--- src/rtl/mem_stage_pkg.sv ---
// Shared widths, load-type codes and bus layouts for the memory-access stage.
package mem_stage_pkg;

    localparam int EXE_TO_MEM_BUS_WD = 156;
    localparam int MEM_TO_WB_BUS_WD  = 152;

    typedef enum logic [2:0] {
        LD_W  = 3'b000,
        LD_B  = 3'b001,
        LD_H  = 3'b010,
        LD_BU = 3'b011,
        LD_HU = 3'b100
    } ld_type_e;

    // Execute-to-memory bus, fields listed MSB to LSB.
    typedef struct packed {
        logic        csr_re;
        logic [31:0] csr_wvalue;
        logic [13:0] csr_num;
        logic        csr_we;
        logic [31:0] csr_wmask;
        logic        syscall;
        logic        ertn;
        logic [2:0]  ld_type;
        logic        load_op;
        logic        gr_we;
        logic [4:0]  dest;
        logic [31:0] alu_result;
        logic [31:0] pc;
    } exe_to_mem_t;

    // Memory-to-writeback bus, fields listed MSB to LSB.
    typedef struct packed {
        logic        csr_re;
        logic [31:0] csr_wvalue;
        logic [13:0] csr_num;
        logic        csr_we;
        logic [31:0] csr_wmask;
        logic        syscall;
        logic        ertn;
        logic        gr_we;
        logic [4:0]  dest;
        logic [31:0] final_result;
        logic [31:0] pc;
    } mem_to_wb_t;

endpackage

--- src/rtl/mem_stage_if.sv ---
// Signals between the memory-access stage and its neighbours (execute, SRAM, wb, decode).
interface mem_stage_if;
    import mem_stage_pkg::*;

    logic        exe_to_mem_valid;
    exe_to_mem_t exe_to_mem_bus;
    logic        mem_allowin;
    logic [31:0] data_sram_rdata;
    logic        mem_to_wb_valid;
    mem_to_wb_t  mem_to_wb_bus;
    logic        wb_allowin;
    logic        wb_ex;
    logic        ertn_flush;
    logic        gr_we_mem;
    logic [4:0]  dest_mem;
    logic [31:0] forward_data_mem;
    logic        mem_csr_re;
    logic        mem_ex_ertn;

    // Surrounding pipeline side.
    modport master (
        output exe_to_mem_valid, exe_to_mem_bus, data_sram_rdata,
               wb_allowin, wb_ex, ertn_flush,
        input  mem_allowin, mem_to_wb_valid, mem_to_wb_bus,
               gr_we_mem, dest_mem, forward_data_mem, mem_csr_re, mem_ex_ertn
    );

    // Memory-access stage side.
    modport slave (
        input  exe_to_mem_valid, exe_to_mem_bus, data_sram_rdata,
               wb_allowin, wb_ex, ertn_flush,
        output mem_allowin, mem_to_wb_valid, mem_to_wb_bus,
               gr_we_mem, dest_mem, forward_data_mem, mem_csr_re, mem_ex_ertn
    );

endinterface

--- src/rtl/mem_stage_load_align.sv ---
// Picks the addressed byte/half of a load word and sign- or zero-extends it.
module load_align
    import mem_stage_pkg::*;
(
    input  logic [31:0] raw,
    input  logic [1:0]  addr_lo,
    input  logic [2:0]  ld_type,
    output logic [31:0] data
);

    logic [7:0]  byte_sel;
    logic [15:0] half_sel;

    // Lane selection and extension; unaligned low address bits are ignored.
    always_comb begin
        // NOTE: every output gets a default first, so no path leaves one unassigned and no latch appears.
        byte_sel = raw[7:0];
        half_sel = addr_lo[1] ? raw[31:16] : raw[15:0];
        data     = raw;
        case (addr_lo)
            2'd1:    byte_sel = raw[15:8];
            2'd2:    byte_sel = raw[23:16];
            2'd3:    byte_sel = raw[31:24];
            default: byte_sel = raw[7:0];
        endcase
        case (ld_type_e'(ld_type))
            LD_B:    data = {{24{byte_sel[7]}}, byte_sel};
            LD_H:    data = {{16{half_sel[15]}}, half_sel};
            LD_BU:   data = {24'b0, byte_sel};
            LD_HU:   data = {16'b0, half_sel};
            default: data = raw;
        endcase
    end

endmodule

--- src/rtl/mem_stage.sv ---
// Memory-access pipeline stage: holds one instruction, aligns load data, feeds wb and decode.
module mem_stage
    import mem_stage_pkg::*;
(
    input logic       clk,
    input logic       reset,
    mem_stage_if.slave pipe
);

    logic        mem_valid;
    exe_to_mem_t bus_reg;
    logic [31:0] rbuf;
    logic        rbuf_valid;

    logic        ready_go;
    logic        allowin;
    logic        flush;
    logic        accept;
    logic        leave;
    logic        capture;
    logic [31:0] raw;
    logic [31:0] aligned;
    logic [31:0] final_result;
    mem_to_wb_t  out_bus;

    assign ready_go = 1'b1;
    assign allowin  = !mem_valid | (ready_go & pipe.wb_allowin);
    assign flush    = pipe.wb_ex | pipe.ertn_flush;
    assign accept   = pipe.exe_to_mem_valid & allowin;
    assign leave    = mem_valid & ready_go & pipe.wb_allowin;
    // The SRAM word is only held for one cycle; park it if the instruction cannot leave yet.
    assign capture  = mem_valid & !rbuf_valid & !pipe.wb_allowin;

    // Pipeline register; a flush wins over a simultaneous accept.
    always_ff @(posedge clk or posedge reset) begin
        if (reset) begin
            mem_valid <= 1'b0;
            bus_reg   <= '0;
        end else begin
            // NOTE: sequential state uses non-blocking assignments so every flop samples pre-edge values.
            if (flush) begin
                mem_valid <= 1'b0;
            end else if (allowin) begin
                mem_valid <= pipe.exe_to_mem_valid;
            end
            if (accept && !flush) begin
                bus_reg <= pipe.exe_to_mem_bus;
            end
        end
    end

    // Read-data buffer: filled in the first stalled cycle, dropped on leave or flush.
    always_ff @(posedge clk or posedge reset) begin
        if (reset) begin
            rbuf_valid <= 1'b0;
            // NOTE: the data buffer is reset too, so the wb bus is fully defined straight out of reset.
            rbuf       <= '0;
        end else if (flush || leave) begin
            rbuf_valid <= 1'b0;
        end else if (capture) begin
            rbuf_valid <= 1'b1;
            rbuf       <= pipe.data_sram_rdata;
        end
    end

    assign raw = rbuf_valid ? rbuf : pipe.data_sram_rdata;

    load_align u_load_align (
        .raw     (raw),
        .addr_lo (bus_reg.alu_result[1:0]),
        .ld_type (bus_reg.ld_type),
        .data    (aligned)
    );

    assign final_result = bus_reg.load_op ? aligned : bus_reg.alu_result;

    // Pack the wb bus; CSR and exception fields pass through untouched.
    always_comb begin
        out_bus              = '0;
        out_bus.csr_re       = bus_reg.csr_re;
        out_bus.csr_wvalue   = bus_reg.csr_wvalue;
        out_bus.csr_num      = bus_reg.csr_num;
        out_bus.csr_we       = bus_reg.csr_we;
        out_bus.csr_wmask    = bus_reg.csr_wmask;
        out_bus.syscall      = bus_reg.syscall;
        out_bus.ertn         = bus_reg.ertn;
        out_bus.gr_we        = bus_reg.gr_we;
        out_bus.dest         = bus_reg.dest;
        out_bus.final_result = final_result;
        out_bus.pc           = bus_reg.pc;
    end

    assign pipe.mem_allowin      = allowin;
    assign pipe.mem_to_wb_valid  = mem_valid & ready_go;
    assign pipe.mem_to_wb_bus    = out_bus;
    assign pipe.gr_we_mem        = mem_valid & bus_reg.gr_we;
    assign pipe.dest_mem         = mem_valid ? bus_reg.dest : 5'd0;
    assign pipe.forward_data_mem = mem_valid ? final_result : 32'd0;
    assign pipe.mem_csr_re       = mem_valid & bus_reg.csr_re;
    assign pipe.mem_ex_ertn      = mem_valid & (bus_reg.syscall | bus_reg.ertn);

endmodule
--- src/flat_wrapper.sv ---
// flat-port wrapper written by rule: the top's interface ports become plain ports
module mem_stage_flat import mem_stage_pkg::*;
  (clk, reset, pipe_exe_to_mem_valid, pipe_exe_to_mem_bus, pipe_data_sram_rdata, pipe_wb_allowin, pipe_wb_ex, pipe_ertn_flush, pipe_mem_allowin, pipe_mem_to_wb_valid, pipe_mem_to_wb_bus, pipe_gr_we_mem, pipe_dest_mem, pipe_forward_data_mem, pipe_mem_csr_re, pipe_mem_ex_ertn);
  mem_stage_if pipe_i ();
  input logic clk;
  input logic reset;
  input wire logic [$bits(pipe_i.exe_to_mem_valid)-1:0] pipe_exe_to_mem_valid;
  input wire logic [$bits(pipe_i.exe_to_mem_bus)-1:0] pipe_exe_to_mem_bus;
  input wire logic [$bits(pipe_i.data_sram_rdata)-1:0] pipe_data_sram_rdata;
  input wire logic [$bits(pipe_i.wb_allowin)-1:0] pipe_wb_allowin;
  input wire logic [$bits(pipe_i.wb_ex)-1:0] pipe_wb_ex;
  input wire logic [$bits(pipe_i.ertn_flush)-1:0] pipe_ertn_flush;
  output wire logic [$bits(pipe_i.mem_allowin)-1:0] pipe_mem_allowin;
  output wire logic [$bits(pipe_i.mem_to_wb_valid)-1:0] pipe_mem_to_wb_valid;
  output wire logic [$bits(pipe_i.mem_to_wb_bus)-1:0] pipe_mem_to_wb_bus;
  output wire logic [$bits(pipe_i.gr_we_mem)-1:0] pipe_gr_we_mem;
  output wire logic [$bits(pipe_i.dest_mem)-1:0] pipe_dest_mem;
  output wire logic [$bits(pipe_i.forward_data_mem)-1:0] pipe_forward_data_mem;
  output wire logic [$bits(pipe_i.mem_csr_re)-1:0] pipe_mem_csr_re;
  output wire logic [$bits(pipe_i.mem_ex_ertn)-1:0] pipe_mem_ex_ertn;
  assign pipe_i.exe_to_mem_valid = pipe_exe_to_mem_valid;
  assign pipe_i.exe_to_mem_bus = pipe_exe_to_mem_bus;
  assign pipe_i.data_sram_rdata = pipe_data_sram_rdata;
  assign pipe_i.wb_allowin = pipe_wb_allowin;
  assign pipe_i.wb_ex = pipe_wb_ex;
  assign pipe_i.ertn_flush = pipe_ertn_flush;
  assign pipe_mem_allowin = pipe_i.mem_allowin;
  assign pipe_mem_to_wb_valid = pipe_i.mem_to_wb_valid;
  assign pipe_mem_to_wb_bus = pipe_i.mem_to_wb_bus;
  assign pipe_gr_we_mem = pipe_i.gr_we_mem;
  assign pipe_dest_mem = pipe_i.dest_mem;
  assign pipe_forward_data_mem = pipe_i.forward_data_mem;
  assign pipe_mem_csr_re = pipe_i.mem_csr_re;
  assign pipe_mem_ex_ertn = pipe_i.mem_ex_ertn;
  mem_stage u_core (.clk(clk), .reset(reset), .pipe(pipe_i));
endmodule
--- config.mk ---
export PLATFORM = sky130hd
export DESIGN_NAME = mem_stage_flat
export DESIGN_NICKNAME = d
export VERILOG_FILES = /design/src/rtl/mem_stage_pkg.sv /design/src/rtl/mem_stage_if.sv /design/src/rtl/mem_stage_load_align.sv /design/src/rtl/mem_stage.sv /design/src/flat_wrapper.sv
export SDC_FILE = /design/constraint.sdc
export NUM_CORES = 1
export LEC_CHECK = 0
export ABC_AREA = 1
export BUFFER_PORTS_ARGS = -buffer_cell sky130_fd_sc_hd__buf_2
export CORE_AREA = 2 2 152 154
export DETAILED_ROUTE_END_ITERATION = 10
export DIE_AREA = 0 0 154 156
export GPL_TIMING_DRIVEN = 0
export PLACE_DENSITY_LB_ADDON = 0.2
export SYNTH_ARGS = -nofsm -noshare
export SYNTH_HDL_FRONTEND = slang
export SYNTH_HIERARCHICAL = 1
export SYNTH_SLANG_ARGS = --single-unit
--- constraint.sdc ---
create_clock -name clk -period 9.11 [get_ports clk]
set_input_delay 1.822 -clock clk [delete_from_list [all_inputs] [get_ports clk]]
set_output_delay 1.822 -clock clk [all_outputs]
set_load 0.01 [all_outputs]
==> results of run 1 <==
cells in the final DEF (no fill, tap or decap):
cell type  instances
clkbuf_8           1
clkbuf_16         17
diode_2            1
nand2_2           11
clkinv_8           4
nand3_1           48
inv_1             11
nand3_2           12
buf_6              2
nand2_1          649
nor2_4             2
nand4_1          203
nor2_1             3
buf_4            124
buf_1             10
buf_16             1
nand2_4            1
a21boi_0           1
clkbuf_1          40
bufinv_16          1
inv_6              6
nand4_4            1
buf_12             1
inv_2              5
nand4_2            1
a21oi_1           32
inv_12             1
inv_4              1
dfrtp_1          190
buf_2            443
nor2_8             1
inv_8              3
layout make-up:
class                      instances  area, um2
sequential                       190       4755
inverter                          18      77.57
clock buffer                      18      439.2
clock inverter                    14      186.4
buffer                           233       1441
antenna                            1      2.502
timing repair buffer             388       1964
tap                              285      356.6
fill                            2129       8741
multi-input combinational        965       4402
stage by stage:
step | instances | instance area, um2 | worst slack [ns] | TNS [ns]
after detailed placement | 2079 | 13000 | 3.851 | 0
after global routing | 2111 | 13620 | 3.671 | 0
after global placement | 2078 | 12960 | -0.2941 | -51.05
after floorplan | 1406 | 10670 | 2.118 | 0
after CTS | 2111 | 13620 | 3.837 | 0
final | 2112 | 13620 | 3.798 | 0
report_power, final:
part	internal [uW]	total, uW	switching [uW]	leakage (uW)
clock network	407	793	386	0.000305
logic	389	911	522	0.00532
registers	993	1080	91.3	0.00239
worst reg2reg max path, delay by kind of cell, from the launching register on:
kind / cells / cell delay, ns
AND/OR/NAND/NOR: 3 / 0.44
flip-flops: 1 / 0.39
buffers and inverters: 3 / 0.79
per-layer routing:
metal | wire (um) | GRT usage | vias up
li1 | - | - | 5337
met1 | 15110 | 0.3883 | 5246
met2 | 18190 | 0.5165 | 483
met3 | 3316 | 0.08833 | 71
met4 | 901 | 0.09435 | 6
met5 | 34 | 0 | -
kinds of logic after synthesis:
| logic type | share of synthesized area |
|---|---|
| AOI/OAI and AO/OA | 0.01572 |
| and+or+nand+nor | 0.3969 |
| DFF | 0.4457 |
| buffers and inverters | 0.1417 |
path summary, 6_finish.rpt:
check                                               start                             end  cells past startpoint
max                              pipe_data_sram_rdata[31]       pipe_forward_data_mem[31]                     11
min                        u_core/pipe.mem_to_wb_bus[114]  u_core/pipe.mem_to_wb_bus[114]                      2
max reg2reg                   u_core/pipe.mem_to_wb_valid              u_core/bus_reg[62]                      6
min reg2reg                u_core/pipe.mem_to_wb_bus[114]  u_core/pipe.mem_to_wb_bus[114]                      2
max in group asynchronous                           reset                  u_core/rbuf[8]                      3
min in group asynchronous                           reset   u_core/pipe.mem_to_wb_bus[78]                      2
==> results.md, run 1 <==
* Status: complete, no violations
* Vias in the first global route at 10390
* Min Hold Slack at between 0.4 and 0.5 ns
* # Post-CTS Setup Buffers at 0
* Fmax at ~190 MHz
* RSZ-0062 raised after global routing: no
* Max FFs per register at 120
* Via count at 11140
* Syn nets at 1600
* Initial Util at 0.4770
* CTS tree: yes
* Placer Congestion at between 0.9 and 1
* Max-slew violation count at 0
* Buf+Inv Stages, Crit Path at 3
* Fin nets at 2007
* Post-Syn Area per Cell at 7.587 um2
* Worst Tran Pin Value at between 0.6 and 0.7 ns
* Ranking of synthesized cells by area: dfrtp_1 45%, nand2_1 23%, nand4_1 12%, buf_4 8.7%, buf_2 2.6%
* Reg-to-reg slack, setup at approximately 7.4 ns
* GRT Total Usage at 0.3083
* Port bufs at around 390
* Final core occ at 0.6092
* CP top delay family: simple AND/OR/NAND/NOR gates
* Total gr overflow at 0
* Async SR Flop Fraction at 1.000
* Maximum buffer depth of the clock tree at 2
* Setup Viol. Count Final at 0
* First-pass GRT wire length at between 50000 and 60000 um
* Required @ worst endpoint at ~7.3 ns
* Number of clock sinks at 190
* CP Class: in2out
* Setup Skew at 0.01181 ns
* Die Area at approximately 24000 um2
* PD cells at just over 200 nW/um2
* Syn Inst Count at 1406
* Fin. Hold Viols at 0
* DRC violations left at 0
* Highest ir drop seen on vdd at about 0.11 mV
* Seq cells post-synth at 190
* Post-synth EDFFs at 0
* Initial antenna violation count at 3
* Total iterations of the first detailed-routing run at 6
* Hpwl dp at about 29000 um
* Mapped cell area at around 11000 um2
* Static Leakage at 0.008011 uW
* Netlist cell types at 23
* CP Cell Sequence: buf_2, nand2_1, nand2_1, nand2_1, nand2_1, nand4_2, buf_2, nand3_1, nand2_1, a21oi_1, buf_2
* Register area share after synthesis at 0.4457
* Post-DRT Antenna Nets at 0
* Most instantiated cells after synthesis: 649 x nand2_1, 203 x nand4_1, 190 x dfrtp_1
* Startpoint type of the worst setup path: input port
* Warnings from Yosys at 6
* Num CTS Buffers at 17
* Post-layout min period at ~5.3 ns
* Die Y at ~160 um
* Area delta synth->final at 27.72%
* Share of cells above drive strength 1 at 0.3499
* Clk root buf: clkbuf_16
* Period utilization at 0.5831
* # IOs at about 390
* Final WL at approximately 38000 um
* Max cap viols at 0
* DR vias/cell at around 5.3
* Largest net degree at the start of global routing at 115
* CTS resizes at 0
* Post-cts hold buffer count at 0
* Wire length per cell at 17.78 um
* Slowest cell on the critical path: a21oi_1
* Worst-path fanout max at 10
* Top-area cell type share of the netlist area at 0.4457
* Arrival time worst endpoint at about 3.5 ns
* Most frequent CP cell: nand2_1
* Core Region at between 20000 and 25000 um2
* Hold WC Path Type: reg2reg
* Top_reg_cell synth: dfrtp_1
* # rows at 55
* Slew headroom at 0.5839
* Most frequent cell after synthesis: nand2_1
* Htree depth at 4
* Largest area contributor in the netlist: dfrtp_1
* DRT iter0 DRCs at 850
* Max stage delay on crit path at 0.33 ns
* Width of the die at 154 um
* Clk Latency, worst-skew pair at ~0.44 ns
* Clock transition at path regs at 0.08 ns
* Crit end category: output port
* Power Total at 2788 uW
Power figures use the tool's default switching activity.
==> inputs of run 2 (changes only) <==
Clock period 9.11 ns to 5.26 ns, I/O delays scaled along.
==> run 2 against run 1 <==
Against the previous run: wire length fell by 0.67%; cell count is 0.28% higher; count of clock-buffer cells in the layout stayed put; global-route usage barely moved; non-clock buffer count grew 4; first-iteration DRC count increased by 4.5%; utilization up 0.16 points; via count is 0.36% lower; worst setup slack lost 2.7 ns; clock skew down 0.0010 ns; flip-flop and latch count is the same; largest power group unchanged; highest routed layer unchanged.
==> results.md, run 2 (synthesis gave the netlist of run 1 again) <==
* Status: complete, no violations
* Slew headroom at 0.4577
* CTS resizes at 0
* Maximum buffer depth of the clock tree at 2
* Width of the die at roughly 150 um
* # rows at 55
* Met3 routed WL at about 3300 um
* Htree depth at 4
* Multi-input gate area at ~4400 um2
* WL met1 at around 14000 um
* GRT Total Usage at 0.3087
* Fin nets at between 2000 and 2500
* Max-slew violation count at 0
* RSZ-0062 raised after global routing: no
* Max Used Layer: met5
* Static Leakage at 0.008022 uW
* First-pass GRT wire length at between 50000 and 60000 um
* Die Area at ~24000 um2
* Area delta synth->final at 28.06%
* # IOs at 388
* Period utilization at 0.7823
* Fmax at around 240 MHz
* Number of clock sinks at 190
* CP Class: reg2out
* Startpoint type of the worst setup path: flip-flop
* Required @ worst endpoint at between 4 and 5 ns
* Initial Util at 0.4770
* CTS tree: yes
* Highest ir drop seen on vdd at 0.2265 mV
* Clk Latency, worst-skew pair at roughly 0.44 ns
* Most frequent cells in the layout: 649 x nand2_1, 443 x buf_2, 203 x nand4_1, 190 x dfrtp_1, 124 x buf_4
* Hold WC Path Type: reg2reg
* Total iterations of the first detailed-routing run at 7
* Hpwl dp at between 20000 and 30000 um
* Max cap viols at 0
* Initial antenna violation count at 6
* Final TNS setup at 0 ns
* Post-cts hold buffer count at 0
* DR vias/cell at between 5 and 6
* Clk root buf: clkbuf_16
* Via count at around 11000
* Met2 Wirelength at between 15000 and 20000 um
* Setup Viol. Count Final at 0
* Worst Tran Pin Value at about 0.8 ns
* Worst-path fanout max at 10
* Num CTS Buffers at 17
* Fin. Hold Viols at 0
* DRC violations left at 0
* Reg-to-reg slack, setup at approximately 3.6 ns
* Placer Congestion at between 0.9 and 1
* Final worst slack at roughly 1.1 ns
* Die Y at between 150 and 200 um
* Total gr overflow at 0
* Fill cells at ~2100
* Inst Count DP at approximately 2100
* Setup Skew at between 0.01 and 0.015 ns
* Share of cells above drive strength 1 at 0.3508
* Largest net degree at the start of global routing at 41
* Fin cells at around 2100
* # Post-CTS Setup Buffers at 0
* Clock transition at path regs at 0.07 ns
* Crit end category: output port
* Final WL at 37300 um
* Most common cell after layout, fill and taps aside: nand2_1
* Max FFs per register at between 100 and 150
* PD cells at around 350 nW/um2
* DP Worst Slack at between 1.5 and 2 ns
* Post-layout min period at approximately 4.1 ns
* Power Total at ~4700 uW
* Core Region at around 22000 um2
* Vias in the first global route at ~11000
* Wire length per cell at about 18 um
* Post-DRT Antenna Nets at 0
* DRT iter0 DRCs at 888
* FF+latch area at ~4800 um2
* Port bufs at 387
* Arrival time worst endpoint at around 3.1 ns
## run 2: cell count changes in the layout (fill, tap and decap cells not counted)
| cell | change |
|---|---|
| buf_12 | +4 |
| bufinv_16 | -1 |
| clkbuf_1 | +1 |
| clkbuf_8 | -1 |
| clkinv_2 | +1 |
| clkinv_4 | +4 |
| clkinv_8 | -1 |
| clkinvlp_4 | +1 |
| diode_2 | +2 |
| inv_12 | -1 |
| inv_6 | -4 |
| inv_8 | +1 |
## run 2: where the power goes
part,internal (uW),total (uW),switching (uW)
clock network,637,1290,651
registers,1720,1880,157
logic,679,1580,901
total,3040,4740,1710
## run 2: path summary, 6_finish.rpt
path | start | to | depth (start not counted)
min in group asynchronous | reset | u_core/pipe.mem_to_wb_bus[139] | 2
hold reg to reg | u_core/pipe.mem_to_wb_bus[13] | u_core/pipe.mem_to_wb_bus[13] | 2
setup reg to reg | u_core/pipe.mem_to_wb_valid | u_core/bus_reg[70] | 6
hold / removal | u_core/pipe.mem_to_wb_bus[13] | u_core/pipe.mem_to_wb_bus[13] | 2
setup / recovery | u_core/rbuf_valid | pipe_forward_data_mem[23] | 14
max in group asynchronous | reset | u_core/bus_reg[45] | 6
## run 2: worst max-delay path: stages, from the launching register on
cell	delay, ns
dfrtp_1	0.36
buf_2	0.16
inv_1	0.08
buf_2	0.21
buf_2	0.27
nand2_1	0.08
nand2_1	0.14
nand2_1	0.11
nand2_1	0.12
nand4_2	0.19
buf_2	0.25
nand3_1	0.10
nand2_1	0.07
a21oi_1	0.30
buf_2	0.20
## run 2: per-stage QoR
step / instance area [um2] / utilization / hold slack, ns
after CTS: 13650 / 0.6105 / 0.4763
after global routing: 13660 / 0.6107 / 0.4907
after floorplan: 10670 / - / 0.4417
after detailed placement: 13070 / 0.5845 / 0.4586
after global placement: 12960 / 0.5797 / 0.4540
final: 13660 / 0.6108 / 0.4717
## run 2: routing by layer
layer,track usage,vias to the layer above
li1,-,5356
met5,0,-
met4,0.1184,6
met3,0.08167,75
met1,0.3819,5181
met2,0.5189,485
## run 2: layout make-up
| type | instances | area share |
|---|---|---|
| Buffer | 233 | 0.1055 |
| Sequential cell | 190 | 0.3480 |
| Timing Repair Buffer | 392 | 0.1497 |
| Clock inverter | 14 | 0.01108 |
| Antenna cell | 3 | 0.0005496 |
| Tap cell | 285 | 0.02610 |
| Clock buffer | 18 | 0.03142 |
| Multi-Input combinational cell | 965 | 0.3222 |
| Inverter | 18 | 0.005404 |
==> inputs of run 3 (changes only) <==
Settings changed: CORE_AREA 2 2 152 154 to default, CORE_UTILIZATION from default to 46, DIE_AREA 0 0 154 156 to default.
Clock period 5.26 ns to 3.3 ns, I/O delays scaled along.
==> run 3 against run 2 <==
Against the previous run: total power increased by 60%; wire length increased by 0.18%; design area increased by 1.9%; flip-flop and latch count unchanged; critical path depth decreased by 2; critical path type unchanged; worst setup slack got worse by 1.1 ns; global-route usage increased by 0.75 points; clock power increased by 57%; cell count increased by 0.47%; via count increased by 0.58%.
==> results.md, run 3 (synthesis gave the netlist of run 1 again) <==
* Status: complete, no violations
* Max stage delay on crit path at about 0.43 ns
* Sw Pwr at approximately 2700 uW
* Cell Int Power at between 4000 and 5000 uW
* Die Area at between 20000 and 25000 um2
* PD cells at approximately 550 nW/um2
* Port bufs at ~390
* Static Leakage at 0.008107 uW
* Most frequent cells in the layout: 639 x nand2_1, 436 x buf_2, 203 x nand4_1, 189 x dfrtp_1, 132 x buf_4
* Max cap viols at 0
* CP Cell Sequence: buf_4, buf_2, nand2_1, nand2_2, nand2_2, nand3_4, nand4_4, clkbuf_16, nand3_1, nand2_2, a21oi_2, buf_2
* Crit end category: output port
* Initial Util at 0.4698
* Largest net degree at the start of global routing at 44
* Arrival time worst endpoint at 2.60 ns
* Core Region at around 23000 um2
* Maximum buffer depth of the clock tree at 2
* Number of clock sinks at 190
* Setup Viol. Count Final at 0
* GRT Total Usage at 0.3161
* Clock power frac at 0.267
* # rows at 55
* Initial antenna violation count at 5
* Hold WC Path Type: in2async
* Fin nets at 2020
* # IOs at about 390
* Setup Skew at ~0.013 ns
* Via count at ~11000
* Share of cells above drive strength 1 at 0.3705
* Worst Tran Pin Value at between 0.6 and 0.7 ns
* Most common cell after layout, fill and taps aside: nand2_1
* Required @ worst endpoint at around 2.6 ns
* Fill cells at ~2200
* Total gr overflow at 0
* First-pass GRT wire length at around 58000 um
* CP Class: reg2out
* Post-DRT Antenna Nets at 0
* Register-to-Register Path Depth at 6
* Startpoint type of the worst setup path: flip-flop
* Fin. Hold Viols at 0
* Num CTS Buffers at 17
* Placer Congestion at about 1
* Logic pwr share at 0.338
* Worst-path fanout max at 10
* Reg power frac at 0.395
* Width of the die at roughly 150 um
* Wire length per cell at roughly 18 um
* Total iterations of the first detailed-routing run at 6
* Most frequent CP cell: nand2_2
* Highest ir drop seen on vdd at ~0.28 mV
* Final core occ at 0.6129
* Area delta synth->final at 30.48%
* Period utilization at 0.9881
* DR vias/cell at 5.248
* Switching part of the total at 0.3594
* CTS tree: yes
* Die Y at roughly 150 um
* Hpwl dp at approximately 29000 um
* DRC violations left at 0
* Clk root buf: clkbuf_16
* Slowest cell on the critical path: dfrtp_2
* Post-layout min period at 3.261 ns
* Max-slew violation count at 0
* Htree depth at 4
* Slew headroom at 0.5367
* Fmax at about 300 MHz
* Power Total at between 7000 and 8000 uW
* Clock transition at path regs at 0.08 ns
* Vias in the first global route at roughly 11000
* Max FFs per register at 120
* Clk Latency, worst-skew pair at approximately 0.44 ns
* Final WL at 37370 um
* DRT iter0 DRCs at around 820
run 3: path summary, 6_finish.rpt:
kind / start / slack (ns) / endpoint
setup reg to reg: u_core/pipe.mem_to_wb_valid / 1.58 / u_core/bus_reg[62]
hold / removal: reset / 0.20 / u_core/pipe.mem_to_wb_bus[138]
min in group clk: pipe_exe_to_mem_bus[140] / 0.47 / u_core/pipe.mem_to_wb_bus[136]
hold reg to reg: u_core/pipe.mem_to_wb_bus[134] / 0.47 / u_core/pipe.mem_to_wb_bus[134]
setup / recovery: u_core/rbuf_valid / 0.04 / pipe_forward_data_mem[18]
max in group asynchronous: reset / 2.09 / u_core/pipe.mem_to_wb_bus[66]
run 3: routing by layer:
| layer | vias to the layer above | wire length, um | GRT usage |
|---|---|---|---|
| met2 | 520 | 17920 | 0.5247 |
| met5 | - | 0 | 0 |
| met4 | 0 | 1298 | 0.1367 |
| met3 | 66 | 2833 | 0.05772 |
| li1 | 5364 | - | - |
| met1 | 5217 | 15320 | 0.4058 |
run 3: critical path, delay by kind of cell, from the launching register on:
family | cells | cell delay, ns
simple gates | 7 | 0.81
buf+inv | 4 | 0.77
flops | 1 | 0.43
compound gates | 1 | 0.16
run 3: final cells by class:
cell class | count | area [um2] | share of cell area
Clock buffer | 18 | 439.2 | 0.03155
Tap cell | 285 | 356.6 | 0.02562
Timing Repair Buffer | 402 | 2150 | 0.1544
Antenna cell | 5 | 12.51 | 0.0008989
Sequential cell | 190 | 4756 | 0.3417
Multi-Input combinational cell | 965 | 4503 | 0.3235
Buffer | 232 | 1503 | 0.1080
Inverter | 18 | 73.82 | 0.005303
Clock inverter | 13 | 126.4 | 0.009079
run 3: power by group through the flow:
| stage | logic, uW | registers [uW] | clock network [uW] |
|---|---|---|---|
| final | 2570 | 3000 | 2030 |
| after floorplan | 1620 | 2960 | 0 |
| after global placement | 2450 | 3030 | 0 |
| after global routing | 2830 | 3050 | 2150 |
| after CTS | 2530 | 3000 | 2060 |
| after detailed placement | 2500 | 3030 | 0 |
run 3: what timing repair did:
action,4_1_cts,5_1_grt
buffers inserted,1,6
endpoints found under the setup margin,46,42
gates resized for setup,29,26
hold buffers,0,0
pin swaps,4,9
cloned,1,2
run 3: per-stage QoR:
stage	std cells	hold WS [ns]	cell area, um2	setup WS, ns	TNS, ns
6_report	2128	0.2026	13920	0.03918	0
5_1_grt	2126	0.2077	13910	-0.02086	-0.03273
4_1_cts	2116	0.2020	13740	0.006267	0
3_5_place_dp	2083	0.4590	13070	0.03479	0
3_3_place_gp	2078	0.4539	12960	-1.110	-205.30
2_1_floorplan	1406	0.4417	10670	0.1915	0
